--- src/rtl/alu_issue_stage.sv ---
// alu_issue_stage: one-entry ID/EX buffer in front of the 64-bit ALU, with MEM/WB operand forwarding.
// Latency: an accepted instruction is presented on the ALU outputs the cycle after acceptance.
// Backpressure: holds while out_ready=0 or while a used source waits on a MEM load. in_ready=!valid_q||fire.
// Ports: clk/reset (async active-high); in_* decoded instruction with valid/ready; flush drops both
//        the held and the incoming instruction; mem_*/wb_* forwarding sources; out_valid/out_ready
//        handshake; alu_a/alu_b/alu_control/out_rd/out_store_data drive the ALU and EX/MEM.
module alu_issue_stage #(
    parameter int N     = 64,
    parameter int REG_W = 5
) (
    input  logic             clk,
    input  logic             reset,
    input  logic             in_valid,
    output logic             in_ready,
    input  logic [N-1:0]     in_pc,
    input  logic [REG_W-1:0] in_rs1,
    input  logic [REG_W-1:0] in_rs2,
    input  logic [REG_W-1:0] in_rd,
    input  logic [N-1:0]     in_rs1_val,
    input  logic [N-1:0]     in_rs2_val,
    input  logic [N-1:0]     in_imm,
    input  logic             in_use_pc,
    input  logic             in_use_imm,
    input  logic [3:0]       in_control,
    input  logic             flush,
    input  logic [REG_W-1:0] mem_rd,
    input  logic [N-1:0]     mem_result,
    input  logic             mem_result_valid,
    input  logic [REG_W-1:0] wb_rd,
    input  logic [N-1:0]     wb_result,
    output logic             out_valid,
    input  logic             out_ready,
    output logic [N-1:0]     alu_a,
    output logic [N-1:0]     alu_b,
    output logic [3:0]       alu_control,
    output logic [REG_W-1:0] out_rd,
    output logic [N-1:0]     out_store_data
);

    // Held entry
    logic             valid_q,   valid_d;
    logic [N-1:0]     pc_q,      pc_d;
    logic [REG_W-1:0] rs1_q,     rs1_d;
    logic [REG_W-1:0] rs2_q,     rs2_d;
    logic [REG_W-1:0] rd_q,      rd_d;
    logic [N-1:0]     rs1_val_q, rs1_val_d;
    logic [N-1:0]     rs2_val_q, rs2_val_d;
    logic [N-1:0]     imm_q,     imm_d;
    logic             use_pc_q,  use_pc_d;
    logic             use_imm_q, use_imm_d;
    logic [3:0]       control_q, control_d;

    // Forwarding
    logic             rs1_mem_hit, rs1_wb_hit, rs2_mem_hit, rs2_wb_hit;
    logic [N-1:0]     fwd_rs1, fwd_rs2;
    logic             rs1_refresh, rs2_refresh;
    logic             hazard;
    logic             fire, accept;

    always_comb begin
        // x0 never matches a producer, so its held value is always used
        rs1_mem_hit = (rs1_q != '0) && (rs1_q == mem_rd);
        rs1_wb_hit  = (rs1_q != '0) && (rs1_q == wb_rd);
        rs2_mem_hit = (rs2_q != '0) && (rs2_q == mem_rd);
        rs2_wb_hit  = (rs2_q != '0) && (rs2_q == wb_rd);

        // MEM is younger than WB, so it has priority
        fwd_rs1 = rs1_mem_hit ? mem_result : (rs1_wb_hit ? wb_result : rs1_val_q);
        fwd_rs2 = rs2_mem_hit ? mem_result : (rs2_wb_hit ? wb_result : rs2_val_q);

        // Refresh only from a final value; a pending MEM load shadows any WB match
        rs1_refresh = rs1_mem_hit ? mem_result_valid : rs1_wb_hit;
        rs2_refresh = rs2_mem_hit ? mem_result_valid : rs2_wb_hit;

        // rs2 is always treated as used (it may be store data), rs1 only when not replaced by PC
        hazard = (rs1_mem_hit && !mem_result_valid && !use_pc_q) ||
                 (rs2_mem_hit && !mem_result_valid);
    end

    assign out_valid      = valid_q && !hazard;
    assign fire           = out_valid && out_ready;
    assign in_ready       = !valid_q || fire;
    assign accept         = in_valid && in_ready;

    assign alu_a          = use_pc_q  ? pc_q  : fwd_rs1;
    assign alu_b          = use_imm_q ? imm_q : fwd_rs2;
    assign out_store_data = fwd_rs2;
    assign alu_control    = control_q;
    assign out_rd         = rd_q;

    always_comb begin
        valid_d   = valid_q;
        pc_d      = pc_q;
        rs1_d     = rs1_q;
        rs2_d     = rs2_q;
        rd_d      = rd_q;
        rs1_val_d = rs1_val_q;
        rs2_val_d = rs2_val_q;
        imm_d     = imm_q;
        use_pc_d  = use_pc_q;
        use_imm_d = use_imm_q;
        control_d = control_q;

        if (flush) begin
            // Drops the held entry and any instruction offered in the same cycle
            valid_d = 1'b0;
        end else if (accept) begin
            valid_d   = 1'b1;
            pc_d      = in_pc;
            rs1_d     = in_rs1;
            rs2_d     = in_rs2;
            rd_d      = in_rd;
            rs1_val_d = in_rs1_val;
            rs2_val_d = in_rs2_val;
            imm_d     = in_imm;
            use_pc_d  = in_use_pc;
            use_imm_d = in_use_imm;
            control_d = in_control;
        end else if (fire) begin
            valid_d = 1'b0;
        end else if (valid_q) begin
            // Capture producer values before they retire past WB while we are held
            if (rs1_refresh) rs1_val_d = fwd_rs1;
            if (rs2_refresh) rs2_val_d = fwd_rs2;
        end
    end

    always_ff @(posedge clk or posedge reset) begin
        if (reset) begin
            valid_q   <= 1'b0;
            pc_q      <= '0;
            rs1_q     <= '0;
            rs2_q     <= '0;
            rd_q      <= '0;
            rs1_val_q <= '0;
            rs2_val_q <= '0;
            imm_q     <= '0;
            use_pc_q  <= 1'b0;
            use_imm_q <= 1'b0;
            control_q <= '0;
        end else begin
            valid_q   <= valid_d;
            pc_q      <= pc_d;
            rs1_q     <= rs1_d;
            rs2_q     <= rs2_d;
            rd_q      <= rd_d;
            rs1_val_q <= rs1_val_d;
            rs2_val_q <= rs2_val_d;
            imm_q     <= imm_d;
            use_pc_q  <= use_pc_d;
            use_imm_q <= use_imm_d;
            control_q <= control_d;
        end
    end

endmodule
--- config.mk ---
export PLATFORM = sky130hd
export DESIGN_NAME = alu_issue_stage
export DESIGN_NICKNAME = d
export VERILOG_FILES = /design/src/rtl/alu_issue_stage.sv
export SDC_FILE = /design/constraint.sdc
export NUM_CORES = 1
export LEC_CHECK = 0
export BUFFER_PORTS_ARGS = -buffer_cell sky130_fd_sc_hd__buf_2
export CAP_MARGIN = 20
export CORE_AREA = 2 2 240 242
export CTS_CLUSTER_DIAMETER = 30
export DETAILED_ROUTE_END_ITERATION = 10
export DIE_AREA = 0 0 242 244
export SYNTH_ARGS = -nofsm -noshare
export SYNTH_HDL_FRONTEND = slang
export SYNTH_SLANG_ARGS = --single-unit
--- constraint.sdc ---
create_clock -name clk -period 9.8 [get_ports clk]
set_input_delay 1.47 -clock clk [delete_from_list [all_inputs] [get_ports clk]]
set_output_delay 1.47 -clock clk [all_outputs]
set_load 0.02 [all_outputs]
==> results of run 1 <==
layer usage:
metal	wire length, µm	vias up
met5	27	-
met4	2150	4
met3	6610	154
met2	37400	1039
met1	31900	9548
li1	-	8392
layout make-up:
type	count	area, µm²	area share, %
Multi-Input combinational cell	1242	9160	37.2
Sequential cell	278	6960	28.3
Timing Repair Buffer	645	3320	13.5
Clock buffer	127	2730	11.1
Tap cell	756	946	3.84
Inverter	197	748	3.04
Clock inverter	39	722	2.93
Antenna cell	21	52.6	0.213
how the worst min path moves through the flow:
stage,start,to
floorplan,imm_q[0],imm_q[0]
global placement,out_rd[0],out_rd[0]
detailed placement,imm_q[9],imm_q[9]
CTS,out_rd[0],out_rd[0]
global route,pc_q[14],pc_q[14]
finish,pc_q[26],pc_q[26]
stage by stage:
step | setup slack (ns) | utilization [%]
2_1_floorplan | 0.665 | -
3_3_place_gp | 3.73 | 37.6
3_5_place_dp | 3.70 | 37.6
4_1_cts | 3.69 | 43.7
5_1_grt | 3.42 | 43.8
6_report | 3.59 | 43.8
cells in the final DEF (no fill, tap or decap), types with 18 or more instances in the layout:
cell       Yosys  final
clkbuf_8       0     27
nand4b_1      64     64
a311oi_1      64     64
nor4_1        65     65
a311o_1       64     64
buf_4         11     20
a31oi_1       65     65
nor2_1        69     68
o21ai_0       67     66
dfrtp_1      278    276
nand3_1       71     69
clkbuf_16      0     93
nand2_1      198    196
diode_2        0     21
inv_1        196    195
mux2_2        43     43
and4_1        65     65
buf_2         38    623
o31ai_1       65     65
a221o_1       64     64
o221ai_1      64     64
bufinv_16      0     19
clkinv_2       0     18
mux2_1       104    104
a21o_1        65     64
state kept, by name, summed over array words and instances, names as in the netlist, 4 cells and up:
signal       flops
alu_control      4
imm_q           64
out_rd           5
pc_q            64
rs1_q            5
rs1_val_q       64
rs2_q            5
rs2_val_q       64
cells by family after synthesis:
logic type | after synthesis
AOI/OAI and AO/OA | 525
muxes | 147
xor gates and xnor gates | 21
and+or+nand+nor | 549
buffers and inverters | 413
DFF | 278
power by group:
group / internal (mW) / switching, mW
registers: 1.47 / 0.211
clock network: 2.41 / 0.848
logic: 0.848 / 1.61
worst register-to-register path: stages, from the launching register on:
cell and delay (ns):
dfrtp_1 0.47, xnor2_1 0.23, and3_4 0.87, and3_1 0.37, o31ai_4 0.08, buf_4 0.38
clkinv_2 0.13, buf_4 0.77, nand2_4 0.80, o221ai_1 0.48
==> metrics.md, run 1 <==
| Metric | Value |
|---|---|
| Crit path launch type | input pin |
| Initial Util | 31.4% |
| WL final | 78,000 µm |
| Kind of critical path | input pin to output pin |
| GRT Total Usage | 25.4% |
| CTS root buf | clkbuf_16 |
| Final nets | 2,875 |
| Row count | 87 |
| Cell Chain, Critical Path | buf_2, xor2_1, nor3_2, nand3_4, buf_4, buf_16, a311oi_1, a21o_1, buf_2 |
| Die Ht | 244 µm |
| Slew margin rel. | 29.6% |
| Syn Inst Count | 1,933 |
| Routed WL per cell | approximately 24 µm |
| Core Footprint | between 50,000 and 60,000 µm² |
| Clock Skew | roughly 0.020 ns |
| Mapped cell area | 17,600 µm² |
| Worst Path Required | 8.33 ns |
| #FFs+latches synth | approximately 280 |
| Mean Syn Cell Area | 9.13 µm² |
| Delay-heaviest family, CP | simple AND/OR/NAND/NOR gates |
| CTS-repair resized insts | 0 |
| Final Cell Area | 24,600 µm² |
| RSZ-0062 raised after global routing | false |
| Io pins | around 620 |
| Drt pass-1 iters | 6 |
| Met3 GRT Util | between 5 and 6% |
| Most used cell, CP | buf_2 |
| Adder-Cell Fraction of Synth Area | 0% |
| Largest net degree at the start of global routing | around 120 |
| Synthesized Nets | 2,354 |
| Highest-delay cell along the critical path | nand3_4 |
| Met2 usage in global routing | a little over 40% |
| R2R cell count | 9 |
| Die area | 59,000 µm² |
| Final hold vios | 0 |
| Crit path max fanout | 83 |
| Tot Pwr | 7.39 mW |
| Reg clk slew, reported paths | 0.04 ns |
| Antenna violations before repair | 20 |
| Clock Path Buffers | 3 |
| Launch point of the worst reg-to-reg path | rs2_q[4] |
| Yosys warning count | 0 |
| Hold WS | between 0.4 and 0.5 ns |
| Placed Area | 21,100 µm² |
| H-tree Lvls | 3 |
| Routed vias/inst | 5.79 |
| Synth Area in XOR/XNOR | 1.04% |
| Slew Viols, Final | 0 |
| Synth Flop Type | dfrtp_1 |
| IO Port Bufs | 623 |
| Mux cell area share after synthesis | a little under a tenth |
| Max Freq | ~0.16 GHz |
| Busiest grt layer | met2 |
| Worst-Margin Slew | 1.06 ns |
| Synth Area in Simple Gates | between 15 and 20% |
| Post-synth ARST share | between 90% and 100% |
| Final Cycle Share | 63.3% |
| Fin cells | roughly 3,300 |
| Area leader, netlist | dfrtp_1 |
| Reg2Reg Setup Slack | 5.11 ns |
| Hold Crit Depth | 1 |
| Post-CTS Hold Fix Bufs | 0 |
| Total CTS buffers | 90 |
| First-pass GRT wire length | roughly 120,000 µm |
| Maximum vdd drop | 0.197 mV |
| Synth area leaders | dfrtp_1, mux2_1, nand2_1 |
| Post-synth EDFFs | 0 |
| CTS tree | built |
| Post-DP HPWL | ~51,000 µm |
| Critical Path Sink Type | output pin |
| Launch point of the critical path | mem_rd[2] |
| Setup TNS | 0 ns |
| DR iter-0 viols | 1,895 |
| Setup bufs post-CTS | 0 |
| DR DRC count | 0 |
| Die X | 242 µm |
| Area growth syn-to-layout | 39.6% |
| Status | complete, no violations |
| Minimum clock period | 6.21 ns |
| Clock Sink Count | 278 |
| Count of cell types in the netlist | 42 |
| Hold crit path type | register to register |
| GR Overflow Total | 0 |
| Dpl cells | 3,117 |
| Synth top area share | 39.4% |
| Layout cells sized above 1 | between 30% and 40% |
| Post-synthesis compound-gate area fraction | a little under a quarter |
| Setup violations, final | 0 |
| Largest family of logic cells by synthesized area | compound AO/OA/AOI/OAI gates |
| Clk Latency, worst-skew pair | approximately 0.60 ns |
| Delay of the slowest cell on the worst path | 0.82 ns |
| Max-cap violations | 0 |
| Leakage dissipation | 11.6 nW |
| Worst EP arrival | 4.74 ns |
| Placer Congestion | just under 1 |
| Antenna Nets Post-Route | 0 |
| Critical Path End | alu_a[0] |
| DR vias | about 19,000 |
| Commonest cells post-synth | dfrtp_1, nand2_1, inv_1 |
| Vias in the first global route | 19,006 |
| WP depth | 9 |
| FILL cells | 5,546 |
| Power density cells | 300 nW/µm² |
| Buf/Inv on CP | 4 |
| Sequential share of the synthesized area | 39.4% |
| FF-to-FF End | rs1_val_q[44] |
| GR Util met1 | 33.1% |
| Count leader, synth | dfrtp_1 |
Note: power is estimated with default switching activity, not from simulation.
==> run 2, diff against run 1 <==
clock period = 5.1 ns   (was 9.8 ns; I/O delays follow)
==> run 2 against run 1 <==
Effect of this change:
- worst setup slack got worse by 2.9 ns
- critical path type is now register to output pin
- highest routed layer unchanged
- first-iteration DRC count decreased by 18%
- design area increased by 0.13%
- register-to-register slack got worse by 4.0 ns
- largest cell class unchanged
- worst hold slack got worse by 0.17 ns
==> metrics.md, run 2 (synthesis gave the netlist of run 1 again) <==
| Metric | Value |
|---|---|
| Status | complete, no violations |
| Commonest non-fill, non-tap cell in the layout | buf_2 |
| Largest net degree at the start of global routing | 140 |
| P_int | 8.81 mW |
| Hold crit path type | input pin to asynchronous set/reset pin |
| Worst Path Required | 4.34 ns |
| Max-cap violations | 0 |
| RSZ-0062 raised after global routing | false |
| Comb pwr share | roughly a third |
| Clock Sink Count | 278 |
| Setup violations, final | 0 |
| Flop pwr share | 23.2% |
| Setup TNS | 0 ns |
| DR DRC count | 0 |
| Leakage dissipation | around 12 nW |
| H-tree Lvls | 3 |
| Core Footprint | roughly 56,000 µm² |
| Die area | a little under 60,000 µm² |
| Power density cells | about 570 nW/µm² |
| Io pins | around 620 |
| Highest-delay cell along the critical path | o31ai_1 |
| NetSw | 5.15 mW |
| GR Overflow Total | 0 |
| Slew margin rel. | 23.4% |
| Max Freq | ~0.23 GHz |
| WL final | 77,500 µm |
| DR iter-0 viols | 1,560 |
| Antenna violations before repair | 28 |
| Reg clk slew, reported paths | 0.04 ns |
| Clock Path Buffers | 3 |
| Post-CTS Hold Fix Bufs | 0 |
| Most frequent cells in the layout | buf_2, dfrtp_1, nand2_1, inv_1, mux2_1 |
| Clock Skew | 0.0261 ns |
| Vias in the first global route | 18,996 |
| Minimum clock period | between 4 and 5 ns |
| Worst-Margin Slew | 1.15 ns |
| Final Cycle Share | 86.3% |
| Maximum vdd drop | 0.328 mV |
| Die X | 242 µm |
| Clk Latency, worst-skew pair | 0.61 ns |
| Net Sw Frac | 36.9% |
| CTS-repair resized insts | 0 |
| Area growth syn-to-layout | 39.8% |
| CTS tree | built |
| Crit path max fanout | a little over 80 |
| Row count | 87 |
| Routed vias/inst | 5.69 |
| Placer Congestion | 0.950 |
| Final core occ | a little over two fifths |
| Drt pass-1 iters | 6 |
| IO Port Bufs | 623 |
| Kind of critical path | register to output pin |
| CTS root buf | clkbuf_16 |
| Slew Viols, Final | 0 |
| Initial Util | 31.4% |
| Critical Path Sink Type | output pin |
| Final nets | 2,887 |
| Worst EP arrival | approximately 3.6 ns |
| Cell Chain, Critical Path | nor4_2, nand2_4, buf_4, and4_1, o31ai_1, o21ai_0, buf_2 |
| Antenna Nets Post-Route | 0 |
| First-pass GRT wire length | 115,000 µm |
| Total CTS buffers | 87 |
| Clock share of power | 42.8% |
| Routed WL per cell | 23.3 µm |
| Post-DP HPWL | roughly 53,000 µm |
| Final hold vios | 0 |
| Die Ht | 244 µm |
| DR vias | about 19,000 |
| Crit path launch type | register |
| Delay of the slowest cell on the worst path | 0.74 ns |
| GRT Total Usage | between 20% and 30% |
| Layout cells sized above 1 | 34.6% |
| Setup bufs post-CTS | 0 |
-- run 2: cell types whose count changed in the layout (fill, tap and decap cells not counted), sizes merged --
cell / delta
diode: +9
clkinvlp: +3
inv: +2
clkinv: +3
buf: +15
clkbuf: -14
-- run 2: critical path, delay by kind of cell (launching register included) --
| kind | cells | cell delay, ns |
|---|---|---|
| and+or+nand+nor | 3 | 1.04 |
| AOI/OAI and AO/OA | 2 | 0.92 |
| buffers and inverters | 2 | 0.54 |
| DFF | 1 | 0.44 |
-- run 2: cell type report --
class	instances	area (µm²)
repair buffers	660	3520
well taps	756	946
diodes	30	75.1
clock buffers	113	2440
clock inverters	47	815
inverters	197	744
fillers	5542	31500
multi-input cells	1242	9160
flip-flops and latches	278	6960
-- run 2: through the flow --
step | instances | total power [mW] | hold slack (ns) | cell area (µm²) | setup slack (ns)
after CTS | 3293 | 14.0 | 0.300 | 24600 | 0.698
after floorplan | 1933 | 6.23 | 0.458 | 17600 | 0.656
after global routing | 3315 | 14.6 | 0.342 | 24600 | 0.524
after detailed placement | 3133 | 7.97 | 0.470 | 21300 | 1.05
after global placement | 3132 | 7.86 | 0.464 | 21300 | 1.04
final | 3323 | 14.0 | 0.310 | 24700 | 0.701
-- run 2: path summary, 6_finish.rpt --
| path | end | start | slack [ns] | cells after the start |
|---|---|---|---|---|
| max in group asynchronous | pc_q[25] | reset | 3.45 | 3 |
| hold / removal | alu_control[1] | reset | 0.31 | 2 |
| setup reg to reg | rs1_val_q[31] | rs2_q[1] | 1.11 | 8 |
| min in group clk | pc_q[3] | in_pc[3] | 0.37 | 2 |
| setup / recovery | alu_b[19] | rs2_q[1] | 0.70 | 7 |
| hold reg to reg | alu_control[1] | alu_control[1] | 0.48 | 1 |
-- run 2: power by group through the flow --
stage / sequential (mW) / combinational, mW / clock [mW]
3_5_place_dp: 3.24 / 4.73 / 0
6_report: 3.23 / 4.75 / 5.98
5_1_grt: 3.31 / 5.09 / 6.20
2_1_floorplan: 3.11 / 3.12 / 0
3_3_place_gp: 3.22 / 4.64 / 0
4_1_cts: 3.22 / 4.74 / 6.07
-- run 2: layer usage --
layer / up-vias / global-route usage [%] / wire (µm)
met5: - / 0 / 46
met1: 9331 / 30.5 / 30600
met2: 966 / 41.1 / 37300
met3: 173 / 6.86 / 6880
li1: 8424 / - / -
met4: 8 / 12.2 / 2660
